<file path="config.mk">
export PLATFORM = sky130hd
export DESIGN_NAME = script_executor
export DESIGN_NICKNAME = d
export VERILOG_FILES = /design/src/rtl/script_executor.sv
export SDC_FILE = /design/constraint.sdc
export NUM_CORES = 1
export LEC_CHECK = 0
export BUFFER_PORTS_ARGS = -buffer_cell sky130_fd_sc_hd__buf_2
export CAP_MARGIN = 20
export CORE_MARGIN = 2
export CORE_UTILIZATION = 39
export CTS_CLUSTER_DIAMETER = 80
export DETAILED_ROUTE_END_ITERATION = 12
export PLACE_DENSITY_LB_ADDON = 0.08
export SLEW_MARGIN = 10
export SYNTH_ARGS = -nofsm -noshare
export SYNTH_HDL_FRONTEND = slang
export SYNTH_SLANG_ARGS = --single-unit
</file>
<file path="constraint.sdc">
create_clock -name clock -period 7.3 [get_ports clock]
set_input_delay 0.73 -clock clock [delete_from_list [all_inputs] [get_ports clock]]
set_output_delay 0.73 -clock clock [all_outputs]
set_load 0.05 [all_outputs]
</file>
<file path="src/rtl/script_executor.sv">
// Autonomous script runner: fetches 16-bit instructions from script memory, drives the
// UART transmit side and branches/waits on synchronised game feedback flags.
module script_executor #(
  parameter int FETCH_LAT   = 1,
  parameter int TICK_CYCLES = 9600
) (
  input  logic        clock,
  input  logic        reset,
  input  logic        enable,
  input  logic        script_mode,
  input  logic [15:0] script,
  input  logic [3:0]  feedback,
  input  logic        tx_done,
  output logic [7:0]  pc,
  output logic [7:0]  tx_bits,
  output logic        tx_active,
  output logic        busy,
  output logic        done,
  output logic        error
);

  // state     | meaning
  // ----------+--------------------------------------------------------------
  // IDLE      | waiting for a rising edge of enable with script_mode low
  // FETCH     | waiting out the memory latency, then latching the word into ir
  // EXEC      | decoding ir and acting on it
  // SEND_WAIT | tx_bits owned by the executor until tx_done
  // FB_WAIT   | waiting for fb_s[sel] == pol
  // DELAY     | counting down arg*TICK_CYCLES cycles
  // DONE      | END reached; held until abort
  // ERROR     | illegal opcode; held until abort

  localparam int         CNT_W      = $clog2(255 * TICK_CYCLES + 1);
  localparam logic [1:0] FETCH_WAIT = 2'(FETCH_LAT);

  typedef enum logic [2:0] {
    S_IDLE, S_FETCH, S_EXEC, S_SEND_WAIT, S_FB_WAIT, S_DELAY, S_DONE, S_ERROR
  } state_t;

  state_t           state_q, state_d;
  logic [7:0]       pc_q, pc_d;
  logic [7:0]       tx_bits_q, tx_bits_d;
  logic             tx_active_q, tx_active_d;
  logic             done_q, done_d;
  logic             error_q, error_d;
  logic [15:0]      ir_q, ir_d;
  logic [CNT_W-1:0] cnt_q, cnt_d;
  logic [1:0]       fcnt_q, fcnt_d;
  logic [3:0]       fb_meta_q, fb_s_q;
  logic             en_prev_q;

  logic       abort, start, cond_hit;
  logic [3:0] op;
  logic [7:0] arg, pc_inc;
  logic       unused_ir;

  assign op        = ir_q[15:12];
  assign arg       = ir_q[7:0];
  assign pc_inc    = pc_q + 8'd1;
  assign cond_hit  = (fb_s_q[ir_q[9:8]] == ir_q[11]);
  assign abort     = ~enable | script_mode;
  assign start     = enable & ~en_prev_q & ~script_mode;
  assign unused_ir = ir_q[10];

  always_comb begin
    state_d     = state_q;
    pc_d        = pc_q;
    tx_bits_d   = tx_bits_q;
    tx_active_d = tx_active_q;
    done_d      = done_q;
    error_d     = error_q;
    ir_d        = ir_q;
    cnt_d       = cnt_q;
    fcnt_d      = fcnt_q;

    // Abort outranks tx_done and condition matches in the same cycle.
    if (state_q != S_IDLE && abort) begin
      state_d     = S_IDLE;
      pc_d        = 8'd0;
      tx_active_d = 1'b0;
      done_d      = 1'b0;
      error_d     = 1'b0;
    end else begin
      case (state_q)
        S_IDLE: begin
          if (start) begin
            state_d = S_FETCH;
            pc_d    = 8'd0;
          end
        end
        S_FETCH: begin
          if (fcnt_q == 2'd0) begin
            ir_d    = script;
            state_d = S_EXEC;
          end else begin
            fcnt_d = fcnt_q - 2'd1;
          end
        end
        S_EXEC: begin
          case (op)
            4'h0: begin
              pc_d    = pc_inc;
              state_d = S_FETCH;
            end
            4'h1: begin
              tx_bits_d   = arg;
              tx_active_d = 1'b1;
              state_d     = S_SEND_WAIT;
            end
            4'h2: state_d = S_FB_WAIT;
            4'h3: begin
              if (arg == 8'd0) begin
                pc_d    = pc_inc;
                state_d = S_FETCH;
              end else begin
                cnt_d   = CNT_W'(32'(arg) * 32'(TICK_CYCLES) - 32'd1);
                state_d = S_DELAY;
              end
            end
            4'h4: begin
              pc_d    = arg;
              state_d = S_FETCH;
            end
            4'h5: begin
              pc_d    = cond_hit ? arg : pc_inc;
              state_d = S_FETCH;
            end
            4'hF: begin
              done_d  = 1'b1;
              state_d = S_DONE;
            end
            default: begin
              error_d = 1'b1;
              state_d = S_ERROR;
            end
          endcase
        end
        S_SEND_WAIT: begin
          if (tx_done) begin
            tx_active_d = 1'b0;
            pc_d        = pc_inc;
            state_d     = S_FETCH;
          end
        end
        S_FB_WAIT: begin
          if (cond_hit) begin
            pc_d    = pc_inc;
            state_d = S_FETCH;
          end
        end
        S_DELAY: begin
          if (cnt_q == '0) begin
            pc_d    = pc_inc;
            state_d = S_FETCH;
          end else begin
            cnt_d = cnt_q - 1'b1;
          end
        end
        default: ;
      endcase
    end

    // Every pc write restarts the fetch latency count.
    if (state_d == S_FETCH && state_q != S_FETCH) fcnt_d = FETCH_WAIT;
  end

  always_ff @(posedge clock or negedge reset) begin
    if (!reset) begin
      state_q     <= S_IDLE;
      pc_q        <= 8'd0;
      tx_bits_q   <= 8'h00;
      tx_active_q <= 1'b0;
      done_q      <= 1'b0;
      error_q     <= 1'b0;
      ir_q        <= 16'h0000;
      cnt_q       <= '0;
      fcnt_q      <= 2'd0;
      fb_meta_q   <= 4'h0;
      fb_s_q      <= 4'h0;
      // Preset high so an enable already asserted at reset release is not a start.
      en_prev_q   <= 1'b1;
    end else begin
      state_q     <= state_d;
      pc_q        <= pc_d;
      tx_bits_q   <= tx_bits_d;
      tx_active_q <= tx_active_d;
      done_q      <= done_d;
      error_q     <= error_d;
      ir_q        <= ir_d;
      cnt_q       <= cnt_d;
      fcnt_q      <= fcnt_d;
      fb_meta_q   <= feedback;
      fb_s_q      <= fb_meta_q;
      en_prev_q   <= enable;
    end
  end

  assign pc        = pc_q;
  assign tx_bits   = tx_bits_q;
  assign tx_active = tx_active_q;
  assign done      = done_q;
  assign error     = error_q;
  assign busy      = !(state_q inside {S_IDLE, S_DONE, S_ERROR});

endmodule

</file>
==> key figures <==
Run status
  – Status: finished clean

GRT
  – Vias in the first global route: 3,910
  – Largest net degree at the start of global routing: just over 70
  – Global-route wire length before repair: between 15,000 and 20,000 um
  – Total global-route track usage: a little under a fifth
  – Gr ovfl total: 0
  – Initial antenna violation count: 0

Synthesis
  – EDFF count, synth: 0
  – Async SR Flop Fraction: 100%
  – Area contributors post-synth: dfrtp_1 36%, ha_1 11%, o21ai_0 5.1%
  – Post-Syn Area: slightly below 5000 um2
  – Synth cell count leaders: 69 x dfrtp_1, 50 x o21ai_0, 47 x nand2_1
  – Flops & latches, synth: 70
  – Yosys cell types: 67
  – Mapped Nets: 605
  – Most common cell in the netlist: dfrtp_1
  – Yosys top cell by area: dfrtp_1
  – Yosys warns: 0
  – Sequential fraction of the synthesis area: between 30% and 40%
  – Mean Syn Cell Area: between 9 and 10 um2
  – Syn Inst Count: ~530
  – Top cell type's share of synthesized area: 35.5%
  – Synth Flop Type: dfrtp_1

Clocking
  – Bufs on Longest Clock Path: 2
  – # resized after CTS: 0
  – Cts hold-fix bufs: 0
  – TritonCTS clock tree: built
  – CTS sink cnt: 70
  – Total number of H-tree levels: 3
  – Clock root buffer: clkbuf_16
  – Buffer count from post-CTS setup fixing: 0
  – Total CTS buffers: 9
  – Clock Latency Late Sink: 0.34 ns
  – Clock edge transition at the registers on the reported setup and hold paths: about 0.060 ns

Die
  – Die Area: 13,400 um2
  – Io pins: 45
  – Initial Util: approximately two fifths
  – Row cnt: 40
  – Die Wd: 116 um
  – Core ar.: around 12,000 um2
  – Die height: around 120 um

STA
  – Max_slew headroom: approximately 35%
  – Final setup vio count: 0
  – Unrepaired setup endpoints after global routing: no
  – Final Skew: between 0.006 and 0.007 ns
  – Period utilization: 64.1%
  – Tmin final: 4.68 ns
  – Tightest Pin Transition: roughly 0.98 ns
  – Fin. max-slew vios: 0
  – Final TNS setup: 0 ns
  – Final Hold Violating Endpoints: 0
  – Fmax achieved: 214 MHz

Worst setup path
  – CP Capture Type: flip-flop
  – Worst r2r dst: cnt_q[19]
  – Startpoint types: flip-flop
  – Setup Crit Path Kind: reg -> reg
  – Critical path endpoint: cnt_q[19]
  – Worst EP arrival: just under 5 ns
  – Worst setup path startpoint: ir_q[4]
  – R2R cell count: 15
  – Critical Path RT: 7.52 ns
  – R2R Setup Slk: 2.62 ns
  – Reg2reg start: ir_q[4]
  – CP max FO: 8

Finish
  – Post-route cell area: between 5000 and 6000 um2
  – Area occupied by multi-input gates: approximately 2900 um2
  – Non-filler cells, final: 740
  – Layout cells sized above 1: between 10% and 20%
  – Register area: roughly 1800 um2
  – Ant diodes: 0
  – Filler cells: around 1,200
  – Final net count: ~640
  – Area grow syn2layout: 13.5%

Placement
  – Port Buffers: 43
  – HPWL Detailed: between 8000 and 9000 um
  – Placed inst area: 5210 um2
  – Placer Congestion: 0.791
  – Dpl cells: roughly 730

Routing
  – Via density: between 5 and 6
  – Post-route ant nets: 0
  – Wirelength, routed: between 10,000 and 15,000 um
  – DRC viols: 0
  – Wire per inst: approximately 16 um
  – DR pass1 iterations: 4
  – DR iter-0 viols: between 200 and 300
  – Via Count: between 4,000 and 5,000

Run
  – Max Cap Viol: 0

Min path
  – Class of the worst hold path: reg -> reg
  – HP Start: fb_meta_q[1]
  – Hold path cells: 0
layout by cell type, fill, tap and decap left out, types with 4 or more instances in the layout:
cell / instances
nor4_1: 4
a211o_1: 5
dfrtp_1: 69
clkbuf_16: 9
or4_1: 4
o21a_1: 4
nor2_1: 42
ha_1: 41
nor2b_1: 8
o21ai_0: 50
o22a_1: 4
and3_1: 8
buf_2: 43
xnor2_1: 10
a31oi_1: 7
o31ai_1: 6
nand2b_1: 4
mux2_2: 13
nand2_1: 47
xor2_1: 14
a21oi_1: 40
nor3_1: 15
nand3_1: 11
inv_1: 34
fa_1: 7
o21ai_1: 5
layer usage:
| layer | up-vias | track usage, % | part of all wire, % |
|---|---|---|---|
| met1 | 1952 | 24.5 | 48 |
| met5 | - | 0 | 0 |
| met3 | 13 | 4.60 | 3.8 |
| li1 | 1983 | - | - |
| met2 | 54 | 29.7 | 47 |
| met4 | 0 | 5.08 | 1.3 |
critical path, cell delays in order (launching register included):
cell      delay (ns)
dfrtp_1         0.51
ha_1            0.36
ha_1            0.27
inv_1           0.05
fa_1            0.49
fa_1            0.52
inv_1           0.05
ha_1            0.36
nor2b_1         0.16
a21oi_1         0.14
o311ai_0        0.26
nor4_1          0.61
nand4_1         0.20
nor2_1          0.14
xor2_1          0.08
a221o_1         0.35
kinds of logic (layout without fill, tap and decap cells):
logic type | Yosys count | after routing | share of synthesized area (%)
AND/OR/NAND/NOR | 169 | 169 | 18.2
multiplexers | 14 | 14 | 3.48
buffers and inverters | 55 | 95 | 4.71
adder cells (fa/ha/maj) | 48 | 48 | 13.4
XOR/XNOR | 24 | 24 | 4.33
AO/OA/AOI/OAI | 152 | 152 | 19.8
flip-flops | 70 | 70 | 36.1
flip-flops by register name, summed over array words and instances (netlist names):
signal     flops
tx_active      1
done           1
pc             8
state_q        3
ir_q          15
tx_bits        8
cnt_q         22
error          1
fcnt_q         2
fb_meta_q      4
fb_s_q         4
en_prev_q      1
how the worst min path moves through the flow:
| stage | endpoint |
|---|---|
| after global routing | fb_s_q[3] |
| after CTS | fb_s_q[3] |
| after detailed placement | fb_s_q[3] |
| after floorplan | fb_s_q[0] |
| after global placement | fb_s_q[0] |
| final | fb_s_q[1] |
metrics by stage:
stage / utilization (%) / hold WS [ns] / setup WS [ns]
6_report: 45.6 / 0.349 / 2.62
3_5_place_dp: 43.0 / 0.341 / 2.63
2_1_floorplan: - / 0.331 / 3.17
5_1_grt: 45.6 / 0.354 / 2.31
3_3_place_gp: 43.0 / 0.339 / 2.72
4_1_cts: 45.6 / 0.354 / 2.62
final cells by class:
type / count / share of cell area (%)
Clock inverter: 6 / 1.56
Tap cell: 168 / 3.81
Clock buffer: 9 / 4.08
Timing Repair Buffer: 46 / 4.31
Multi-Input combinational cell: 407 / 52.2
Sequential cell: 70 / 31.8
Inverter: 34 / 2.31
Power is not shown: default switching activity piles up to over one toggle a cycle in this logic, so the estimate is an artifact.
